===== config.mk =====
export PLATFORM = sky130hd
export DESIGN_NAME = cpu_muldiv_ctrl
export DESIGN_NICKNAME = d
export VERILOG_FILES = /design/src/rtl/cpu_muldiv_pkg.sv /design/src/rtl/cpu_div_iter.sv /design/src/rtl/cpu_muldiv_ctrl.sv
export SDC_FILE = /design/constraint.sdc
export NUM_CORES = 2
export LEC_CHECK = 0
export BUFFER_PORTS_ARGS = -buffer_cell sky130_fd_sc_hd__buf_2
export CORE_UTILIZATION = 60
export DETAILED_ROUTE_END_ITERATION = 8
export GPL_TIMING_DRIVEN = 1
export PLACE_DENSITY = 0.77
export SLEW_MARGIN = 20
export SYNTH_ARGS = -nofsm -noshare
export SYNTH_HDL_FRONTEND = slang
export SYNTH_SLANG_ARGS = --single-unit

===== constraint.sdc =====
create_clock -name clock_i -period 6.74 [get_ports clock_i]
set_clock_uncertainty 0.05 [all_clocks]
set_input_delay 0.337 -clock clock_i [delete_from_list [all_inputs] [get_ports clock_i]]
set_output_delay 0.337 -clock clock_i [all_outputs]
set_load 0.01 [all_outputs]

===== src/rtl/cpu_muldiv_pkg.sv =====
// Shared encodings and constants for the EX-stage HI/LO mul/div sequencer.
package cpu_muldiv_pkg;

  typedef enum logic [1:0] {
    OP_MULT  = 2'd0,
    OP_MULTU = 2'd1,
    OP_DIV   = 2'd2,
    OP_DIVU  = 2'd3
  } op_e;

  typedef enum logic [1:0] {
    ST_IDLE = 2'd0,
    ST_MUL  = 2'd1,
    ST_DIV  = 2'd2,
    ST_DONE = 2'd3
  } state_e;

  localparam int          DIV_ITER = 32;
  localparam logic [31:0] DIV0_LO  = 32'hFFFF_FFFF;

  function automatic logic [31:0] mag32(
    input logic [31:0] v,
    input logic        sgn
  );
    return (sgn && v[31]) ? -v : v;
  endfunction

endpackage


===== src/rtl/cpu_div_iter.sv =====
// Radix-2 restoring divider, one quotient bit per cycle on unsigned magnitudes.
module cpu_div_iter
  import cpu_muldiv_pkg::*;
(
  input  logic        clock_i,
  input  logic        reset_i,
  input  logic        start_i,
  input  logic        kill_i,
  input  logic [31:0] dividend_i,
  input  logic [31:0] divisor_i,
  output logic        busy_o,
  output logic        done_o,
  output logic [31:0] quot_o,
  output logic [31:0] rem_o
);

  localparam logic [4:0] LAST = 5'(DIV_ITER - 1);

  logic        busy_q;
  logic [4:0]  cnt_q;
  logic [31:0] quo_q, rem_q, dvs_q;
  logic [32:0] trial;
  logic        ge;
  logic [31:0] quo_n, rem_n;

  // quot_o/rem_o are the post-step values so the final bit is usable on the same edge
  always_comb begin
    trial = {rem_q, quo_q[31]};
    ge    = (trial >= {1'b0, dvs_q});
    rem_n = ge ? 32'(trial - {1'b0, dvs_q}) : trial[31:0];
    quo_n = {quo_q[30:0], ge};
  end

  assign busy_o = busy_q;
  assign done_o = busy_q && (cnt_q == LAST);
  assign quot_o = quo_n;
  assign rem_o  = rem_n;

  always_ff @(posedge clock_i or posedge reset_i) begin
    if (reset_i) begin
      busy_q <= 1'b0;
      cnt_q  <= '0;
      quo_q  <= '0;
      rem_q  <= '0;
      dvs_q  <= '0;
    end else if (start_i) begin
      busy_q <= 1'b1;
      cnt_q  <= '0;
      quo_q  <= dividend_i;
      rem_q  <= '0;
      dvs_q  <= divisor_i;
    end else if (kill_i) begin
      busy_q <= 1'b0;
      cnt_q  <= '0;
    end else if (busy_q) begin
      quo_q <= quo_n;
      rem_q <= rem_n;
      if (cnt_q == LAST) begin
        busy_q <= 1'b0;
        cnt_q  <= '0;
      end else begin
        cnt_q <= cnt_q + 5'd1;
      end
    end
  end

endmodule


===== src/rtl/cpu_muldiv_ctrl.sv =====
// EX-stage MULT/MULTU/DIV/DIVU sequencer: stalls the pipe while busy and
// presents a registered HI/LO write bundle until EX advances.
module cpu_muldiv_ctrl
  import cpu_muldiv_pkg::*;
#(
  parameter int MUL_STAGES = 1
) (
  input  logic        clock_i,
  input  logic        reset_i,
  input  logic        start_i,
  input  logic [1:0]  op_i,
  input  logic [31:0] src_a_i,
  input  logic [31:0] src_b_i,
  input  logic        flush_i,
  input  logic [4:0]  stall_i,
  output logic        stall_req_o,
  output logic        done_o,
  output logic        w_hi_o,
  output logic        w_lo_o,
  output logic [31:0] hi_data_o,
  output logic [31:0] lo_data_o
);

  state_e      state_q, state_d;
  logic        ack_q, accept, load;
  logic        sgn_in, sgn_q, sa_q, sb_q;
  logic [1:0]  mcnt_q;
  logic [63:0] pipe_q [MUL_STAGES];
  logic [31:0] mag_a, mag_b;
  logic        div_start, div_busy, div_last;
  logic [31:0] div_q, div_r;
  logic [63:0] prod_fix;
  logic [31:0] hi_d, lo_d, hi_q, lo_q;
  logic        done_q;
  logic        unused_stall;

  assign unused_stall = ^{stall_i[4:3], stall_i[1:0]};

  assign sgn_in = ~op_i[0];
  assign mag_a  = mag32(src_a_i, sgn_in);
  assign mag_b  = mag32(src_b_i, sgn_in);

  // ack_q masks the op still sitting on start in the cycle after it was consumed
  assign accept    = start_i && !flush_i && !ack_q;
  assign div_start = (state_q == ST_IDLE) && accept && op_i[1] && (src_b_i != '0);
  assign load      = (state_d == ST_DONE) && (state_q != ST_DONE);

  always_ff @(posedge clock_i or posedge reset_i) begin
    if (reset_i) begin
      state_q <= ST_IDLE;
      ack_q   <= 1'b0;
    end else begin
      state_q <= state_d;
      ack_q   <= (state_q == ST_DONE) && (state_d == ST_IDLE);
    end
  end

  always_comb begin
    state_d = state_q;
    unique case (state_q)
      ST_IDLE: begin
        if (accept) begin
          if (!op_i[1])            state_d = ST_MUL;
          else if (src_b_i == '0)  state_d = ST_DONE;
          else                     state_d = ST_DIV;
        end
      end
      ST_MUL: begin
        if (flush_i)                           state_d = ST_IDLE;
        else if (mcnt_q == 2'(MUL_STAGES - 1)) state_d = ST_DONE;
      end
      ST_DIV: begin
        if (flush_i)        state_d = ST_IDLE;
        else if (div_last)  state_d = ST_DONE;
        else if (!div_busy) state_d = ST_IDLE;
      end
      ST_DONE: begin
        if (flush_i || !stall_i[2]) state_d = ST_IDLE;
      end
      default: state_d = ST_IDLE;
    endcase
  end

  always_comb begin
    stall_req_o = 1'b0;
    unique case (state_q)
      ST_IDLE: stall_req_o = accept;
      ST_MUL:  stall_req_o = 1'b1;
      ST_DIV:  stall_req_o = 1'b1;
      default: stall_req_o = 1'b0;
    endcase
  end

  cpu_div_iter u_div (
    .clock_i    (clock_i),
    .reset_i    (reset_i),
    .start_i    (div_start),
    .kill_i     (flush_i),
    .dividend_i (mag_a),
    .divisor_i  (mag_b),
    .busy_o     (div_busy),
    .done_o     (div_last),
    .quot_o     (div_q),
    .rem_o      (div_r)
  );

  always_comb begin
    prod_fix = pipe_q[MUL_STAGES-1];
    if (sgn_q && (sa_q ^ sb_q)) prod_fix = -pipe_q[MUL_STAGES-1];
    hi_d = src_a_i;
    lo_d = DIV0_LO;
    unique case (state_q)
      ST_MUL: {hi_d, lo_d} = prod_fix;
      ST_DIV: begin
        lo_d = (sgn_q && (sa_q ^ sb_q)) ? -div_q : div_q;
        hi_d = (sgn_q && sa_q) ? -div_r : div_r;
      end
      default: ;
    endcase
  end

  // pipe_q free-runs; the slot that reaches the end of MUL holds the accept-edge product
  always_ff @(posedge clock_i or posedge reset_i) begin
    if (reset_i) begin
      sgn_q  <= 1'b0;
      sa_q   <= 1'b0;
      sb_q   <= 1'b0;
      mcnt_q <= '0;
      done_q <= 1'b0;
      hi_q   <= '0;
      lo_q   <= '0;
      for (int i = 0; i < MUL_STAGES; i++) pipe_q[i] <= '0;
    end else begin
      pipe_q[0] <= {32'b0, mag_a} * {32'b0, mag_b};
      for (int i = 1; i < MUL_STAGES; i++) pipe_q[i] <= pipe_q[i-1];
      if (state_q == ST_IDLE) begin
        mcnt_q <= '0;
        if (accept) begin
          sgn_q <= sgn_in;
          sa_q  <= src_a_i[31];
          sb_q  <= src_b_i[31];
        end
      end else if (state_q == ST_MUL) begin
        mcnt_q <= mcnt_q + 2'd1;
      end
      done_q <= (state_d == ST_DONE);
      if (load) begin
        hi_q <= hi_d;
        lo_q <= lo_d;
      end
    end
  end

  assign done_o    = done_q;
  assign w_hi_o    = done_q;
  assign w_lo_o    = done_q;
  assign hi_data_o = hi_q;
  assign lo_data_o = lo_q;

endmodule


Word-level counts from Yosys, hierarchy flattened --
Index checks and enable logic that the tools add are counted.
Storage, ports and cells: flip-flop bits (word level) 239, bits of input ports 75, logic and storage cells 96
Operators by class: $add $sub $neg 8, multiply operators 1, magnitude comparators 1, equal/unequal tests 7, mux-type cells 35, bitwise gates (word level) 2, reductions and logical operators 27
Operator list (count):
- $mux 32 | 11
- $neg 32->32 | 4
- $pmux 32 s2 | 2
- $mul 32x32->64 | 1
- $mux 64 | 1
- $neg 64->64 | 1
- $ge 33x32->1 | 1
- $logic_not 32->1 | 1
- $reduce_bool 32->1 | 1
- $sub 32x32->32 | 1
- $mux 2 | 10
- $mux 5 | 4
- $logic_and 1x1->1 | 12
- $pmux 2 s4 | 1
- $eq 2x2->1 const B | 3
- $logic_not 2->1 | 3
- $add 5x1->5 const B | 1
- $eq 5x5->1 const B | 1
- $mux 1 | 5
- $reduce_and 2->1 | 2
- $reduce_bool 2->1 | 2
- $logic_not 1->1 | 3
- $reduce_bool 3->1 | 1
- $add 2x1->2 const B | 1
- 8 further kinds | 8

Logic depth before layout (Yosys ltp) --
depth in word-level cells 8, mapped depth 38, depth with buffers taken out 36

Hierarchy --
A second synthesis with hierarchy kept.
Unflattened totals: cells, all modules 5599, area total of the unflattened synthesis 48136.2 µm²
Modules (own cells, without submodules):
- cpu_muldiv_ctrl | instances 1, cells each 4816, area an instance 41278.3 µm², sequential area each 3428.3 µm²
- cpu_div_iter | instances 1, cells each 783, area an instance 6857.8 µm², sequential area each 2552.4 µm²

Worst setup path before layout --
No wires, ideal clock.
path type input -> register, from input src_a_i[0], to register pipe_q[62] (netlist bit), library setup time 80 ps, arrival 9777 ps, setup slack -3167 ps, stages on the path 32, path buffers 2, cell sequence inv_1 buf_1 ha_1 nor3b_1 nand2_1 nor4_1 a21oi_1 xnor2_1 clkbuf_1 nor2_1 fa_1 inv_1 fa_1 fa_1 fa_1 inv_1 fa_1 fa_1 fa_1 fa_1 ha_1 a21o_1 a2111oi_0 o21ai_0 o21ai_0 o2111ai_1 o21a_1 a21o_1 a211oi_1 o2111ai_1 o211ai_1 xnor2_1
Between the ends: longest elaborated chain between the ends 3
RTL lines:
- start: declaration | line cpu_muldiv_ctrl.sv:12 | input logic [31:0] src_a_i,
- $neg 32->32 | line cpu_muldiv_pkg.sv:25 | return (sgn && v[31]) ? -v : v;
- $mux 32 (*) | line cpu_muldiv_pkg.sv:25
- $mul 32x32->64 (*) | line cpu_muldiv_ctrl.sv:134 | pipe_q[0] <= {32'b0, mag_a} * {32'b0, mag_b};
- end: declaration | line cpu_muldiv_ctrl.sv:28 | logic [63:0] pipe_q [MUL_STAGES];
Mark *: on every way between the ends. The rest lies on a longest branch, timed or not. A chain may end at the register's enable or synchronous reset.

Worst setup path after layout --
from input src_b_i[0], to register pipe_q[57] (netlist bit)
Between the ends: longest elaborated chain between the ends 3
RTL lines:
- start: declaration | line cpu_muldiv_ctrl.sv:13 | input logic [31:0] src_b_i,
- $neg 32->32 | line cpu_muldiv_pkg.sv:25
- $mux 32 (*) | line cpu_muldiv_pkg.sv:25
- $mul 32x32->64 (*) | line cpu_muldiv_ctrl.sv:134
Marks and branches as above.

==> results.sh <==
export IMPL_routed_wl_um=185000
export IMPL_finalMaxSlewViolations=0
export IMPL_grt_max_degree=155
export IMPL_viasPerCell=6.050
export IMPL_synth_area_per_cell_um2=8.533
export IMPL_synth_seq_cells=239
export IMPL_slowest_delay_ps=590
export IMPL_setup_viol=51
export IMPL_fmax_ghz=0.1153
export IMPL_rsz0062_at_grt="true"
export IMPL_start_kind="primary input"
export IMPL_path_clk_slew_ps=70
export IMPL_clk_latency_ps=590
export IMPL_cts_tree="done"
export IMPL_cts_max_path_buffers=3
export IMPL_netlist_instances=5633
export IMPL_wl_per_cell_um=24.70
export IMPL_overflow=0
export IMPL_failed_checks="negative setup slack"
export IMPL_synth_area_top_cells="fa_1, dfrtp_1, ha_1"
export IMPL_syn2layout_area_growth_pct=25.08
export IMPL_drt_iter0_markers=5352
export IMPL_slowest_stage="fa_1"
export IMPL_fin_crit_sh_pct=128.7
export IMPL_cts_sinks=239
export IMPL_path_common_cell="fa_1"
export IMPL_arrival_ps=9110
export IMPL_die_h_um=285.0
export IMPL_first_pass_iters=6
export IMPL_root_buffer="clkbuf_16"
export IMPL_final_setup_worst_slack_ps=-1931
export IMPL_seq_area_frac_synth_pct=12.44
export IMPL_grt_first_pass_wirelength_um=274300
export IMPL_hp_class="primary input to flip-flop"
export IMPL_die_w_um=285.0
export IMPL_drive_above_1_share_pct=23.31
export IMPL_synth_ff_type="dfrtp_1"
export IMPL_status="finished, violations left"
export IMPL_synth_top_area_share_pct=37.36
export IMPL_syn_nets=6912
export IMPL_drv_cap=0
export IMPL_ys_warn_count=0
export IMPL_required_ps=7180
export IMPL_start_util_pct=60.75
export IMPL_min_period_ps=8671
export IMPL_finalHoldViolations=0
export IMPL_numPortBuffers=138
export IMPL_synth_common_cells="inv_1, fa_1, nor2_1"
export IMPL_synth_edf_count=0
export IMPL_tns_ps=-67430
export IMPL_rows=103
export IMPL_finalNetCount=7690
export IMPL_cp_max_fo=6
export IMPL_endpoint_kind="flip-flop"
export IMPL_antenna_left=0
export IMPL_htree_levels=1
export IMPL_async_flop_share_pct=100.0
export IMPL_antenna_found_initial=13
export IMPL_synth_most_common_cell="inv_1"
export IMPL_grtUsageTotal_pct=45.19
export IMPL_worst_pin_slew_ps=1097
export IMPL_grt_pass1_vias=45760
export IMPL_yosys_area_top_type="fa_1"
export IMPL_num_io_pins=143
export IMPL_hpwl_um=149100
export IMPL_netlist_area_um2=48070
export IMPL_core_um2=79130
export IMPL_vias=45320
export IMPL_synthDistinctLibCells=88
export IMPL_numCtsBuffers=25
export IMPL_drc=0
export IMPL_max_slew_margin_rel_pct=26.64
export IMPL_critPathKind="primary input to flip-flop"
export IMPL_die_area_um2=81250
export IMPL_gp_congestion=1.039
layer usage:
| metal | wire length, um | vias to the layer above | track usage, % |
|---|---|---|---|
| li1 | - | 19110 | - |
| met5 | 139 | - | 0 |
| met3 | 25430 | 662 | 11.82 |
| met1 | 69480 | 22440 | 62.78 |
| met2 | 79770 | 3094 | 67.03 |
| met4 | 10180 | 12 | 19.89 |
sequential cells by signal, indices dropped and copies added, names as in the netlist:
name and flops:
lo_data_o 32, u_div.rem_q 32, ack_q 1, sa_q 1, u_div.quo_q 32, u_div.dvs_q 32, sgn_q 1, pipe_q 64
done_o 1, hi_data_o 32, u_div.cnt_q 5, state_q 2, u_div.busy_o 1, mcnt_q 2, sb_q 1
path summary, 6_finish.rpt:
check,endpoint,from,slack [ps],depth (start not counted)
hold / removal,sb_q$_DFFE_PP0P_,src_b_i[31],130,4
setup reg to reg,hi_data_o[16]$_DFFE_PP0P_,u_div.dvs_q[29]$_DFFE_PP0P_,1000,18
hold reg to reg,lo_data_o[12]$_DFFE_PP0P_,lo_data_o[12]$_DFFE_PP0P_,430,2
max in group asynchronous,u_div.quo_q[14]$_DFFE_PP0P_,reset_i,5050,4
min in group asynchronous,u_div.dvs_q[28]$_DFFE_PP0P_,reset_i,260,3
setup / recovery,pipe_q[57]$_DFF_PP0_,src_b_i[0],-1930,33
critical path, delay by kind of cell:
kind / cells / cell delay, ps
fa+ha+maj: 10 / 4400
simple gates: 11 / 1970
buf+inv: 6 / 960
compound gates: 4 / 1000
xor+xnor: 1 / 280
mux: 1 / 130
area by class of cell:
| class | instances | area (um2) |
|---|---|---|
| Tap cell | 1050 | 1314 |
| Sequential cell | 239 | 5981 |
| Multi-Input combinational cell | 4139 | 39870 |
| Antenna cell | 10 | 25.02 |
| Fill cell | 5568 | 19010 |
| Timing Repair Buffer | 1037 | 8438 |
| Clock buffer | 31 | 678.2 |
| Inverter | 969 | 3647 |
| Clock inverter | 15 | 168.9 |
cells in the final DEF (no fill, tap or decap), types with 31 or more instances in the layout:
cell        n
a21o_1     57
a21oi_1   195
a221oi_1   43
buf_12     51
buf_2     134
buf_4     775
buf_6      66
dfrtp_1   239
fa_1      854
fa_2       43
ha_1      275
inv_1     935
inv_2      31
nand2_1   708
nand3_1    35
nor2_1    715
nor3_1     45
o21ai_0   202
o31ai_1    31
xnor2_1   118
xnor2_2    50
xor2_1     97
metrics by stage:
step	util, %	hold WS, ps	cell area (um2)	worst slack [ps]	instances
global placement	70.95	305.6	56140	-2480	7308
finish	75.98	127.0	60120	-1931	7490
global route	75.96	133.3	60110	-2165	7484
detailed placement	70.96	309.9	56150	-2683	7308
floorplan	-	392.4	48600	-1880	5633
CTS	73.82	124.1	58420	-1779	7413
cell families after synthesis:
family          Yosys count  share of synthesized area (%)
xor+xnor                301                          5.485
flops                   239                          12.44
mux                      26                         0.5492
fa+ha+maj              1204                          45.35
compound gates          784                          10.28
buf+inv                1255                          9.858
simple gates           1824                          16.03
timing repair:
item	4_1_cts	5_1_grt
gates cloned	0	3
pin swaps	80	135
hold buffers	2	0
setup buffers	58	68
endpoints found under the hold margin	16	0
resized for setup	204	255
setup endpoints to repair	52	52
Power is not shown: default switching activity piles up to over one toggle a cycle in this logic, so the estimate is an artifact.
